$ cat config.mk
export PLATFORM = sky130hd
export DESIGN_NAME = ram_port_bridge
export DESIGN_NICKNAME = d
export VERILOG_FILES = /design/src/rtl/ram_port_bridge.sv
export SDC_FILE = /design/constraint.sdc
export NUM_CORES = 1
export LEC_CHECK = 0
export BUFFER_PORTS_ARGS = -buffer_cell sky130_fd_sc_hd__buf_2
export CORE_ASPECT_RATIO = 0.9
export CORE_MARGIN = 4
export CORE_UTILIZATION = 55
export DETAILED_ROUTE_END_ITERATION = 10
export HOLD_SLACK_MARGIN = 0.1
export PLACE_DENSITY = 0.86
export SYNTH_ARGS = -nofsm -noshare
export SYNTH_HDL_FRONTEND = slang
export SYNTH_SLANG_ARGS = --single-unit
$ cat constraint.sdc
create_clock -name CLK -period 3.5 [get_ports CLK]
set_clock_uncertainty 0.1 [all_clocks]
set_input_delay 0.7 -clock CLK [delete_from_list [all_inputs] [get_ports CLK]]
set_output_delay 0.7 -clock CLK [all_outputs]
set_load 0.01 [all_outputs]
$ cat src/rtl/ram_port_bridge.sv
// Bridges the sd_host RAM master strobes onto a valid/ready memory request channel
// through an ordered request FIFO, returns read data, and throttles the host with STOP.
module ram_port_bridge #(
  parameter int DEPTH  = 4,
  parameter int ADDR_W = 32
) (
  input  logic              CLK,
  input  logic              rst_L,
  input  logic [63:0]       host_addr,
  input  logic              host_rd_en,
  input  logic              host_wr_en,
  input  logic [31:0]       host_wdata,
  output logic [31:0]       host_rdata,
  output logic              host_stop,
  output logic              mem_req_valid,
  input  logic              mem_req_ready,
  output logic              mem_req_we,
  output logic [ADDR_W-1:0] mem_req_addr,
  output logic [31:0]       mem_req_wdata,
  input  logic              mem_rsp_valid,
  input  logic [31:0]       mem_rsp_data,
  output logic [3:0]        err_status,
  input  logic              err_clr
);

  localparam int PW = $clog2(DEPTH);
  localparam int CW = PW + 1;
  localparam logic [CW-1:0] FULL_CNT = CW'(DEPTH);
  localparam logic [CW-1:0] STOP_TH  = CW'(DEPTH - 1);

  typedef struct packed {
    logic              we;
    logic [ADDR_W-1:0] addr;
    logic [31:0]       wdata;
  } req_t;

  // Control state is fully implied by count/rd_pend; kept explicit for coverage.
  typedef enum logic [1:0] {IDLE, BUSY, WAIT_RD} state_e;

  req_t          fifo_q [DEPTH];
  logic [PW-1:0] wr_ptr_q, rd_ptr_q;
  logic [CW-1:0] count_q, count_d;
  logic [CW-1:0] rd_pend_q, rd_pend_d;
  logic [31:0]   rdata_q, rdata_d;
  logic          stop_q, stop_d;
  logic [3:0]    err_q, err_d;
  state_e        state_q, state_d;

  logic          in_range, one_strobe, full, push, pop, rsp_ok;
  logic [3:0]    err_set;
  req_t          head;

  // NOTE: every combinational output gets a default first so no path leaves it
  // unassigned; a missing default is how latches get inferred.
  always_comb begin
    in_range   = (host_addr >> ADDR_W) == 64'd0;
    one_strobe = host_rd_en ^ host_wr_en;
    full       = (count_q == FULL_CNT);
    push       = one_strobe & in_range & ~full;
    pop        = mem_req_valid & mem_req_ready;
    rsp_ok     = mem_rsp_valid & (rd_pend_q != '0);

    count_d    = count_q + CW'(push) - CW'(pop);
    rd_pend_d  = rd_pend_q + CW'(push & host_rd_en) - CW'(rsp_ok);
    rdata_d    = rsp_ok ? mem_rsp_data : rdata_q;

    err_set    = {mem_rsp_valid & (rd_pend_q == '0),
                  one_strobe & in_range & full,
                  (host_rd_en | host_wr_en) & ~in_range,
                  host_rd_en & host_wr_en};
    // A set in the clearing cycle survives the clear.
    err_d      = (err_clr ? 4'b0000 : err_q) | err_set;

    stop_d     = (count_d >= STOP_TH) | (rd_pend_d != '0);
  end

  always_comb begin
    state_d = IDLE;
    if (count_d != '0)        state_d = BUSY;
    else if (rd_pend_d != '0) state_d = WAIT_RD;
  end

  always_comb begin
    mem_req_valid = 1'b0;
    if (state_q == BUSY) mem_req_valid = 1'b1;
  end

  // NOTE: sequential state uses non-blocking assignments so every register samples
  // the pre-edge values regardless of process ordering.
  always_ff @(posedge CLK or negedge rst_L) begin
    if (!rst_L) begin
      wr_ptr_q  <= '0;
      rd_ptr_q  <= '0;
      count_q   <= '0;
      rd_pend_q <= '0;
      rdata_q   <= '0;
      stop_q    <= 1'b1;
      err_q     <= '0;
      state_q   <= IDLE;
    end else begin
      if (push) wr_ptr_q <= wr_ptr_q + PW'(1);
      if (pop)  rd_ptr_q <= rd_ptr_q + PW'(1);
      count_q   <= count_d;
      rd_pend_q <= rd_pend_d;
      rdata_q   <= rdata_d;
      stop_q    <= stop_d;
      err_q     <= err_d;
      state_q   <= state_d;
    end
  end

  // NOTE: the FIFO storage has no reset; an empty FIFO never presents stale
  // entries, so clearing the array would only cost reset fan-out.
  always_ff @(posedge CLK) begin
    if (push) begin
      fifo_q[wr_ptr_q] <= '{we:    host_wr_en,
                            addr:  host_addr[ADDR_W-1:0],
                            wdata: host_wr_en ? host_wdata : 32'd0};
    end
  end

  assign head          = fifo_q[rd_ptr_q];
  assign mem_req_we    = head.we;
  assign mem_req_addr  = head.addr;
  assign mem_req_wdata = head.wdata;
  assign host_rdata    = rdata_q;
  assign host_stop     = stop_q;
  assign err_status    = err_q;

endmodule

==> results of run 1 <==
[routing by layer]
metal,track usage [%],up-vias,part of all wire (%),wire (um)
li1,-,2660,-,-
met1,26.8,3095,39,9430
met2,35.5,274,51,12400
met3,4.52,48,7.1,1720
met4,5.58,0,2.8,675
met5,0,-,0,0
[logic make-up (layout without fill, tap and decap cells)]
family | count (synthesis) | after routing | share of synthesized area, %
compound gates | 4 | 4 | 0.300
xor+xnor | 7 | 7 | 0.524
fa+ha+maj | 12 | 12 | 1.41
buf+inv | 36 | 325 | 1.30
flops | 309 | 309 | 77.2
mux | 98 | 98 | 15.7
simple gates | 60 | 60 | 3.50
[worst max-delay path by stage]
| stage | to | startpoint | cells past startpoint |
|---|---|---|---|
| floorplan | state_q[1]$_DFF_PN0_ | host_addr[50] | 12 |
| global route | mem_req_wdata[28] | rd_ptr_q[0]$_DFFE_PN0P_ | 3 |
| global placement | state_q[1]$_DFF_PN0_ | host_addr[58] | 13 |
| detailed placement | state_q[1]$_DFF_PN0_ | host_addr[57] | 14 |
| finish | mem_req_wdata[28] | rd_ptr_q[0]$_DFFE_PN0P_ | 3 |
| CTS | mem_req_wdata[27] | rd_ptr_q[0]$_DFFE_PN0P_ | 3 |
[power by group through the flow]
stage / registers (mW) / logic [mW] / clock network [mW]
floorplan: 4.35 / 0.305 / 0
global placement: 4.29 / 0.651 / 0
detailed placement: 4.29 / 0.690 / 0
CTS: 4.23 / 0.689 / 2.98
global route: 4.24 / 0.748 / 3.15
finish: 4.23 / 0.683 / 2.93
[placed cells by master (no fill, tap or decap), types with 2 or more instances in the layout]
cell type / count
sky130_fd_sc_hd__and2_1: 33
sky130_fd_sc_hd__and2_4: 4
sky130_fd_sc_hd__buf_12: 9
sky130_fd_sc_hd__buf_2: 237
sky130_fd_sc_hd__buf_4: 12
sky130_fd_sc_hd__clkbuf_1: 9
sky130_fd_sc_hd__clkbuf_16: 30
sky130_fd_sc_hd__clkbuf_8: 4
sky130_fd_sc_hd__clkinv_1: 5
sky130_fd_sc_hd__clkinv_2: 2
sky130_fd_sc_hd__clkinvlp_4: 2
sky130_fd_sc_hd__dfrtp_1: 46
sky130_fd_sc_hd__dfrtp_4: 2
sky130_fd_sc_hd__edfxtp_1: 260
sky130_fd_sc_hd__fa_1: 2
sky130_fd_sc_hd__ha_1: 10
sky130_fd_sc_hd__inv_1: 14
sky130_fd_sc_hd__mux2_2: 32
sky130_fd_sc_hd__mux4_2: 65
sky130_fd_sc_hd__nand2_1: 3
sky130_fd_sc_hd__nand4_1: 2
sky130_fd_sc_hd__nor2_1: 2
sky130_fd_sc_hd__nor3_1: 2
sky130_fd_sc_hd__nor4_1: 4
sky130_fd_sc_hd__nor4_2: 4
sky130_fd_sc_hd__xnor2_1: 5
sky130_fd_sc_hd__xor2_1: 2
[registers in the layout (all words and copies together), names as in the netlist]
name	cells
count_q	3
err_status	4
fifo_q	260
host_rdata	32
host_stop	1
rd_pend_q	3
rd_ptr_q	2
state_q	2
wr_ptr_q	2
[metrics by stage]
step	total power [mW]	hold slack [ns]	cell area [um^2]	setup slack, ns
4_1_cts	7.90	0.104	14300	0.176
6_report	7.84	0.0954	14300	0.261
2_1_floorplan	4.65	0.304	11700	0.208
3_5_place_dp	4.98	0.367	13400	-0.0448
3_3_place_gp	4.94	0.371	13400	0.101
5_1_grt	8.14	0.120	14300	0.113
[worst reg2reg max path, cell delays in order (launching register included)]
cell and delay, ns:
sky130_fd_sc_hd__dfrtp_1 0.43, sky130_fd_sc_hd__nor3b_1 0.48, sky130_fd_sc_hd__nor4b_4 0.11, sky130_fd_sc_hd__inv_1 0.08
sky130_fd_sc_hd__ha_1 0.22, sky130_fd_sc_hd__inv_1 0.05, sky130_fd_sc_hd__ha_1 0.14, sky130_fd_sc_hd__inv_1 0.06
sky130_fd_sc_hd__fa_1 0.41, sky130_fd_sc_hd__xor2_1 0.17, sky130_fd_sc_hd__xnor2_1 0.24, sky130_fd_sc_hd__nand3b_1 0.15
sky130_fd_sc_hd__nor2_1 0.13
[final cells by class]
type                            instances  area share, %
Multi-Input combinational cell        181           17.6
Tap cell                              286           2.50
Clock inverter                         10          0.419
Inverter                               14          0.367
Timing Repair Buffer                  258           10.2
Sequential cell                       309           63.1
Clock buffer                           43           5.86
==> metrics.log, run 1 <==
[metrics] status: completed
[metrics] Multi-input gate area: 2510 um^2
[metrics] largest cells by area after synthesis: sky130_fd_sc_hd__edfxtp_1 (67%), sky130_fd_sc_hd__mux4_2 (13%), sky130_fd_sc_hd__dfrtp_1 (10%), sky130_fd_sc_hd__mux2_2 (3.1%), sky130_fd_sc_hd__and2_1 (1.8%)
[metrics] TritonCTS clock tree: built
[metrics] CP endpoint kind: primary output
[metrics] GRT Resource Usage Total: 20.5%
[metrics] DR vias: 6077
[metrics] Worst Setup Start Kind: flop
[metrics] Cell Count, Final, Fillers Out: about 1100
[metrics] nets: 941
[metrics] Static Leak: just over 5 nW
[metrics] Resize count post-CTS: 0
[metrics] cell with the largest stage delay on the worst path: sky130_fd_sc_hd__dfrtp_4
[metrics] antenna violation net count after detailed routing: 0
[metrics] fraction of layout instances using a drive strength above 1: between 40% and 50%
[metrics] starting utilization of the core area: 56.2%
[metrics] top-area cell type share of the netlist area: 66.7%
[metrics] highest ir drop seen on vdd: slightly above 0.4 mV
[metrics] top cells by count, synth: sky130_fd_sc_hd__edfxtp_1 (260), sky130_fd_sc_hd__mux4_2 (65), sky130_fd_sc_hd__dfrtp_1 (48)
[metrics] Final Hold Violating Endpoints: 0
[metrics] Final GP Congestion: 0.899
[metrics] number of I/O pins: 238
[metrics] fraction of registers with async set or reset after synthesis: 15.9%
[metrics] PortBufs: ~240
[metrics] signal arrival time at the worst endpoint: 2.44 ns
[metrics] fraction of the yosys area taken by sequential cells: 77.2%
[metrics] clock-pin slew reported for the worst setup and hold paths after clock tree synthesis: ~0.060 ns
[metrics] CTS Buf Count: 30
[metrics] ordered list of cells on the worst path: buf_4 -> mux4_2 -> buf_2
[metrics] H-tree depth: 1
[metrics] Filler Cells Inserted: 1297
[metrics] Total Neg Setup Slack: 0 ns
[metrics] FF-to-FF Start: count_q[1]$_DFF_PN0_
[metrics] data required time of the critical path: 2.70 ns
[metrics] largest fanout on the critical path: 32
[metrics] Longest Clk Path Bufs: 3
[metrics] synthesized netlist net count: 673
[metrics] setup repair bufs after CTS: 0
[metrics] hold buffers post-CTS: 0
[metrics] power density over the cells: 547 nW/um^2
[metrics] Syn Inst Count: 526
[metrics] clock latency on the worst-skew pair: 0.53 ns
[metrics] area of the core region: 20800 um^2
[metrics] Switching Power: 1.70 mW
[metrics] crit share post-route: between 90% and 100%
[metrics] Hold WC Path Type: input pin to asynchronous set/reset pin
[metrics] core occupancy in the finished layout: approximately 70%
[metrics] detailed placement HPWL: 15.9 mm
[metrics] clock root cell: sky130_fd_sc_hd__clkbuf_16
[metrics] fraction of power spent switching nets: 21.7%
[metrics] antenna violations before repair: 0
[metrics] number of distinct library cells after synthesis: 32
[metrics] Max transition margin: between 50% and 60%
[metrics] crit path kind: flop to primary output
[metrics] actual slew at the worst max-slew pin: 0.676 ns
[metrics] Reg area: 9040 um^2
[metrics] cells on worst reg2reg path: 12
[metrics] Syn Std Cell Area: roughly 12000 um^2
[metrics] Die W: 162 um
[metrics] cell-internal power: 6.14 mW
[metrics] clock tree sinks: about 310
[metrics] minimum setup slack among reg-to-reg paths: 0.67 ns
[metrics] Max stage delay on crit path: 0.85 ns
[metrics] library cell with the highest instance count after synthesis: sky130_fd_sc_hd__edfxtp_1
[metrics] RR Endpoint: state_q[1]$_DFF_PN0_
[metrics] mean number of vias per cell: between 5 and 6
[metrics] vias in the first global route: between 6000 and 7000
[metrics] number of pins exceeding their max-slew limit in the final report: 0
[metrics] Comb power frac: 8.7%
[metrics] violation count after the first detailed-routing iteration: 369
[metrics] fin crit period: 3.24 ns
[metrics] Post-Synthesis Mean Instance Area: around 22 um^2
[metrics] Syn. warnings: 0
[metrics] first-pass iteration count of the detailed router: 4
[metrics] fmax: between 0.3 and 0.4 GHz
[metrics] Finish-stage setup viols: 0
[metrics] portion of total power attributed to the clock network: ~37%
[metrics] Worst path top cell family by delay: flip-flops
[metrics] CP Buf/Inv Count: 2
[metrics] count of antenna diodes in the layout: 0
[metrics] EDFF count, synth: 260
[metrics] synth-to-layout area growth: 22.5%
[metrics] overall overflow remaining after global route: 0
[metrics] placed instance count: 1048
[metrics] max-capacitance violation count: 0
[metrics] Core Rows: 50
[metrics] synthesized flop and latch total: around 300
[metrics] register share of total power: between 50% and 60%
[metrics] first-pass GRT wire length: ~38 mm
[metrics] post-detailed-routing wire length: 24.2 mm
[metrics] setup repair after global routing missed its margin: false
[metrics] library cell occupying the most area in the post-synthesis netlist: sky130_fd_sc_hd__edfxtp_1
[metrics] number of DRC violations after detailed routing: 0
[metrics] Main synth FF type: sky130_fd_sc_hd__edfxtp_1
[metrics] vertical die dimension: roughly 150 um
[metrics] largest net degree at the start of global routing: 39
[metrics] Die Area: 23700 um^2
[metrics] routed len/inst: around 22 um
(Power assumes the default switching activity.)
==> inputs of run 2 (changes only) <==
CTS_BUF_LIST = sky130_fd_sc_hd__clkbuf_8 sky130_fd_sc_hd__clkbuf_16   (was default)
PLACE_DENSITY = 0.85   (was 0.86)
REMOVE_ABC_BUFFERS = 1   (was default)
==> metrics.log, run 2 (synthesized netlist as in run 1, its figures left out) <==
[metrics] status: completed
[metrics] Die W: ~160 um
[metrics] final design instance area without fill: around 14000 um^2
[metrics] first-pass iteration count of the detailed router: 5
[metrics] setup repair after global routing missed its margin: false
[metrics] largest net degree at the start of global routing: 50
[metrics] number of flip-flops under the largest register name: 260
[metrics] Hold WC Path Type: input pin to asynchronous set/reset pin
[metrics] Finish-stage setup viols: 0
[metrics] cells on worst reg2reg path: 12
[metrics] data required time of the critical path: 2.70 ns
[metrics] Worst Setup Start Kind: flop
[metrics] Core Rows: 50
[metrics] GRT Resource Usage Total: 20.9%
[metrics] mean number of vias per cell: about 5.5
[metrics] Static Leak: between 5 and 6 nW
[metrics] Max transition margin: between 30% and 40%
[metrics] clock-pin slew reported for the worst setup and hold paths after clock tree synthesis: ~0.06 ns
[metrics] Resize count post-CTS: 0
[metrics] Multi-input gate area: between 2000 and 3000 um^2
[metrics] crit path kind: flop to primary output
[metrics] leading cell types in the layout, fill and taps excluded: sky130_fd_sc_hd__edfxtp_1 (260), sky130_fd_sc_hd__buf_2 (237), sky130_fd_sc_hd__mux4_2 (65)
[metrics] area of the core region: 20800 um^2
[metrics] TritonCTS clock tree: built
[metrics] RR Endpoint: state_q[1]$_DFF_PN0_
[metrics] CP endpoint kind: primary output
[metrics] Final Hold Violating Endpoints: 0
[metrics] fraction of layout instances using a drive strength above 1: 50.1%
[metrics] signal arrival time at the worst endpoint: 2.31 ns
[metrics] most frequent standard cell in the layout excluding fill and tap cells: sky130_fd_sc_hd__edfxtp_1
[metrics] clock tree sinks: 309
[metrics] fmax: 0.321 GHz
[metrics] area of placed instances: 13400 um^2
[metrics] setup repair bufs after CTS: 0
[metrics] PortBufs: 237
[metrics] busiest layer in global routing: met2
[metrics] met1 routing resource usage after global routing: approximately 28%
[metrics] Final GP Congestion: 0.834
[metrics] global routing met3 resource utilization: 4.23%
[metrics] DR vias: 6030
[metrics] overall power after layout: 8.04 mW
[metrics] Longest Clk Path Bufs: 3
[metrics] FF-to-FF Start: count_q[1]$_DFF_PN0_
[metrics] synth-to-layout area growth: 23.4%
[metrics] overall overflow remaining after global route: 0
[metrics] post-detailed-routing wire length: 24.3 mm
[metrics] first-pass GRT wire length: 38.1 mm
[metrics] Die Area: 23700 um^2
[metrics] max-capacitance violation count: 0
[metrics] antenna violation net count after detailed routing: 0
[metrics] number of pins exceeding their max-slew limit in the final report: 0
[metrics] CTS Buf Count: 31
[metrics] Reg area: 9040 um^2
[metrics] crit share post-route: between 80 and 90%
[metrics] fin crit period: 3.11 ns
[metrics] starting utilization of the core area: 56.2%
[metrics] hold buffers post-CTS: 0
[metrics] worst slack on hold paths: 0.247 ns
[metrics] Largest Register: fifo_q
[metrics] Total Neg Setup Slack: 0 ns
[metrics] routed len/inst: ~22 um
[metrics] core occupancy in the finished layout: between 60% and 70%
[metrics] clock root cell: sky130_fd_sc_hd__clkbuf_16
[metrics] H-tree depth: 1
[metrics] violation count after the first detailed-routing iteration: 467
[metrics] vias in the first global route: 6764
[metrics] number of I/O pins: roughly 240
[metrics] number of DRC violations after detailed routing: 0
[metrics] vertical die dimension: 146 um
[metrics] highest ir drop seen on vdd: 0.454 mV
[metrics] detailed placement HPWL: 16.5 mm
[metrics] clock latency on the worst-skew pair: 0.54 ns
[metrics] antenna violations before repair: 3
[metrics] largest fanout on the critical path: 24
[metrics] actual slew at the worst max-slew pin: 1.04 ns
[metrics] minimum setup slack among reg-to-reg paths: 0.59 ns
[metrics] nets: 940
[metrics] power density over the cells: 557 nW/um^2
[metrics] Global Route met2 Usage: 35.9%
[metrics] Filler Cells Inserted: ~1300
-- run 2: cell types whose count changed in the layout (fill, tap and decap cells not counted), sizes merged --
cell,previous run,this run
clkbuf,43,32
inv,14,24
bufinv,0,3
clkinv,8,11
buf,258,256
diode,0,1
-- run 2: worst max-delay path, stage by stage (launching register included) --
cell	delay, ns
sky130_fd_sc_hd__dfrtp_4	0.72
sky130_fd_sc_hd__buf_12	0.30
sky130_fd_sc_hd__mux4_2	0.58
sky130_fd_sc_hd__buf_2	0.17
-- run 2: worst max path at each step --
stage                                 start                    to  cells past startpoint
floorplan           rd_ptr_q[0]$_DFFE_PN0P_       mem_req_addr[0]                      1
global placement              host_addr[49]  state_q[1]$_DFF_PN0_                     13
detailed placement            host_addr[58]   host_stop$_DFF_PN1_                     13
CTS                 rd_ptr_q[0]$_DFFE_PN0P_     mem_req_wdata[20]                      3
global route        rd_ptr_q[0]$_DFFE_PN0P_     mem_req_wdata[20]                      3
finish              rd_ptr_q[0]$_DFFE_PN0P_     mem_req_wdata[20]                      3
-- run 2: per-layer routing --
layer | share of wire [%] | vias up
met5 | 0.053 | -
met3 | 7.3 | 32
met1 | 40 | 3079
met2 | 51 | 260
li1 | - | 2657
met4 | 1.5 | 2
-- run 2: layout make-up --
type	instances	area share, %
tap	286	2.48
clock inverter	26	1.36
clock buffer	32	5.47
inverter	14	0.364
antenna	1	0.0173
sequential	309	62.6
timing repair buffer	256	10.2
multi-input combinational	181	17.4
-- run 2: report_power, final --
group / internal (mW) / switching, mW / total, mW
sequential: 4.15 / 0.0831 / 4.23
combinational: 0.334 / 0.340 / 0.674
clock: 1.84 / 1.30 / 3.14
-- run 2: per-stage QoR --
step | worst slack [ns] | instances
3_5_place_dp | -0.0664 | 1046
2_1_floorplan | -0.624 | 504
3_3_place_gp | 0.0918 | 1046
5_1_grt | 0.228 | 1105
4_1_cts | 0.286 | 1104
6_report | 0.389 | 1105
==> inputs of run 3 (changes only) <==
--- a/config.mk
+++ b/config.mk
@@ -10,5 +10,4 @@
 export CORE_MARGIN = 4
 export CORE_UTILIZATION = 55
-export CTS_BUF_LIST = sky130_fd_sc_hd__clkbuf_8 sky130_fd_sc_hd__clkbuf_16
 export DETAILED_ROUTE_END_ITERATION = 10
 export HOLD_SLACK_MARGIN = 0.1
@@ -18,2 +17,3 @@
 export SYNTH_HDL_FRONTEND = slang
 export SYNTH_SLANG_ARGS = --single-unit
+export TNS_END_PERCENT = 50
==> constraint.sdc (replaced) <==
create_clock -name CLK -period 3.5 [get_ports CLK]
set_clock_uncertainty 0.1 [all_clocks]
set_input_delay 0.525 -clock CLK [delete_from_list [all_inputs] [get_ports CLK]]
set_output_delay 0.525 -clock CLK [all_outputs]
set_load 0.01 [all_outputs]
==> metrics.log, run 3 (synthesized netlist as in run 1, its figures left out) <==
[metrics] status: completed
[metrics] CP Buf/Inv Count: 2
[metrics] routed len/inst: 22.2 um
[metrics] Largest Register: fifo_q
[metrics] vias in the first global route: between 7000 and 8000
[metrics] crit path kind: flop to primary output
[metrics] clock latency on the worst-skew pair: 0.55 ns
[metrics] detailed placement HPWL: 16.2 mm
[metrics] leading cell types in the layout, fill and taps excluded: sky130_fd_sc_hd__edfxtp_1 (260), sky130_fd_sc_hd__buf_2 (237), sky130_fd_sc_hd__mux4_2 (65)
[metrics] TritonCTS clock tree: built
[metrics] largest fanout on the critical path: 32
[metrics] busiest layer in global routing: met2
[metrics] worst slack on hold paths: 0.124 ns
[metrics] overall overflow remaining after global route: 0
[metrics] first-pass iteration count of the detailed router: 5
[metrics] number of pins exceeding their max-slew limit in the final report: 0
[metrics] RR Endpoint: state_q[1]$_DFF_PN0_
[metrics] vertical die dimension: ~150 um
[metrics] global routing met3 resource utilization: around 5.3%
[metrics] cells on worst reg2reg path: 12
[metrics] data required time of the critical path: around 2.9 ns
[metrics] number of I/O pins: 238
[metrics] actual slew at the worst max-slew pin: 1.07 ns
[metrics] Worst path top cell family by delay: flip-flops
[metrics] violation count after the first detailed-routing iteration: about 400
[metrics] Longest Clk Path Bufs: 3
[metrics] Max stage delay on crit path: 0.86 ns
[metrics] CTS Buf Count: 31
[metrics] Core Rows: 50
[metrics] Die W: 162 um
[metrics] most frequent standard cell in the layout excluding fill and tap cells: sky130_fd_sc_hd__edfxtp_1
[metrics] clock root cell: sky130_fd_sc_hd__clkbuf_16
[metrics] core occupancy in the finished layout: 71.9%
[metrics] Global Route met2 Usage: 37.3%
[metrics] met1 routing resource usage after global routing: 27.7%
[metrics] Static Leak: 5.36 nW
[metrics] crit share post-route: around nine tenths
[metrics] Worst Setup Start Kind: flop
[metrics] Final Hold Violating Endpoints: 0
[metrics] area of the core region: ~21000 um^2
[metrics] Cells on Worst Hold Path: 2
[metrics] Hold WC Path Type: input pin to flop
[metrics] mean number of vias per cell: 5.43
[metrics] signal arrival time at the worst endpoint: between 2 and 3 ns
[metrics] GRT Resource Usage Total: 21.5%
[metrics] Finish-stage setup viols: 0
[metrics] first-pass GRT wire length: 39.2 mm
[metrics] power density over the cells: 555 nW/um^2
[metrics] clock-pin slew reported for the worst setup and hold paths after clock tree synthesis: 0.06 ns
[metrics] fraction of layout instances using a drive strength above 1: 46.6%
[metrics] PortBufs: 237
[metrics] worst min-delay path startpoint: mem_rsp_data[7]
[metrics] antenna violation net count after detailed routing: 0
[metrics] starting utilization of the core area: 56.2%
[metrics] setup repair after global routing missed its margin: false
[metrics] max-capacitance violation count: 0
[metrics] Final GP Congestion: 0.836
[metrics] setup repair bufs after CTS: 0
[metrics] Resize count post-CTS: 0
[metrics] synth-to-layout area growth: 28.1%
[metrics] Max transition margin: 28.9%
[metrics] post-detailed-routing wire length: 25.6 mm
[metrics] CP endpoint kind: primary output
[metrics] cell with the largest stage delay on the worst path: sky130_fd_sc_hd__dfrtp_4
[metrics] antenna violations before repair: 4
[metrics] clock tree sinks: 309
[metrics] Die Area: 23700 um^2
[metrics] overall power after layout: 8.32 mW
[metrics] ordered list of cells on the worst path: buf_4 -> mux4_2 -> buf_2
[metrics] number of DRC violations after detailed routing: 0
[metrics] fin crit period: 3.13 ns
[metrics] H-tree depth: 1
[metrics] fmax: roughly 0.32 GHz
[metrics] Filler Cells Inserted: 1228
[metrics] DR vias: around 6300
[metrics] sink of the worst hold path: host_rdata[7]$_DFFE_PN0P_
[metrics] highest ir drop seen on vdd: 0.453 mV
[metrics] minimum setup slack among reg-to-reg paths: ~0.69 ns
[metrics] number of flip-flops under the largest register name: 260
[metrics] FF-to-FF Start: count_q[1]$_DFF_PN0_
[metrics] largest net degree at the start of global routing: 50
[metrics] nets: 992
-- run 3: worst max path at each step --
stage / to / slack [ns] / from / cells after the start
6_report: mem_req_wdata[7] / 0.37 / rd_ptr_q[0]$_DFFE_PN0P_ / 3
5_1_grt: mem_req_wdata[7] / 0.19 / rd_ptr_q[0]$_DFFE_PN0P_ / 3
4_1_cts: mem_req_we / 0.29 / rd_ptr_q[0]$_DFFE_PN0P_ / 3
3_5_place_dp: host_stop$_DFF_PN1_ / 0.14 / host_addr[58] / 13
3_3_place_gp: state_q[1]$_DFF_PN0_ / 0.28 / host_addr[49] / 13
2_1_floorplan: mem_req_addr[0] / -0.45 / rd_ptr_q[0]$_DFFE_PN0P_ / 1
-- run 3: cell type report --
cell class	instances	area [um^2]	share of cell area, %
well taps	286	358	2.39
multi-input cells	181	2510	16.8
clock buffers	42	880	5.87
inverters	14	52.6	0.351
flip-flops and latches	309	9040	60.4
repair buffers	308	1960	13.1
clock inverters	15	170	1.14
diodes	2	5.00	0.0334
-- run 3: repair_timing --
item                       4_1_cts  5_1_grt
setup endpoints to repair        0        0
hold buffers                    56        0
hold endpoints to repair       193        0
-- run 3: per-layer routing --
metal	vias to the layer above	wire length, um
li1	2765	-
met1	3185	10100
met2	278	12900
met3	47	1870
met4	4	696
met5	-	26
-- run 3: metrics by stage --
step                std cells  worst slack, ns  TNS [ns]  area, um^2
floorplan                 504           -0.449    -29.18       11600
global placement         1042            0.277         0       13400
detailed placement       1042            0.135         0       13400
CTS                      1155            0.292         0       15000
global route             1157            0.194         0       15000
finish                   1157            0.375         0       15000
-- run 3: report_power, final --
group,leakage (nW),switching [mW],internal [mW]
Clock,0.507,1.34,1.99
Sequential,2.83,0.0926,4.14
Combinational,2.02,0.378,0.378
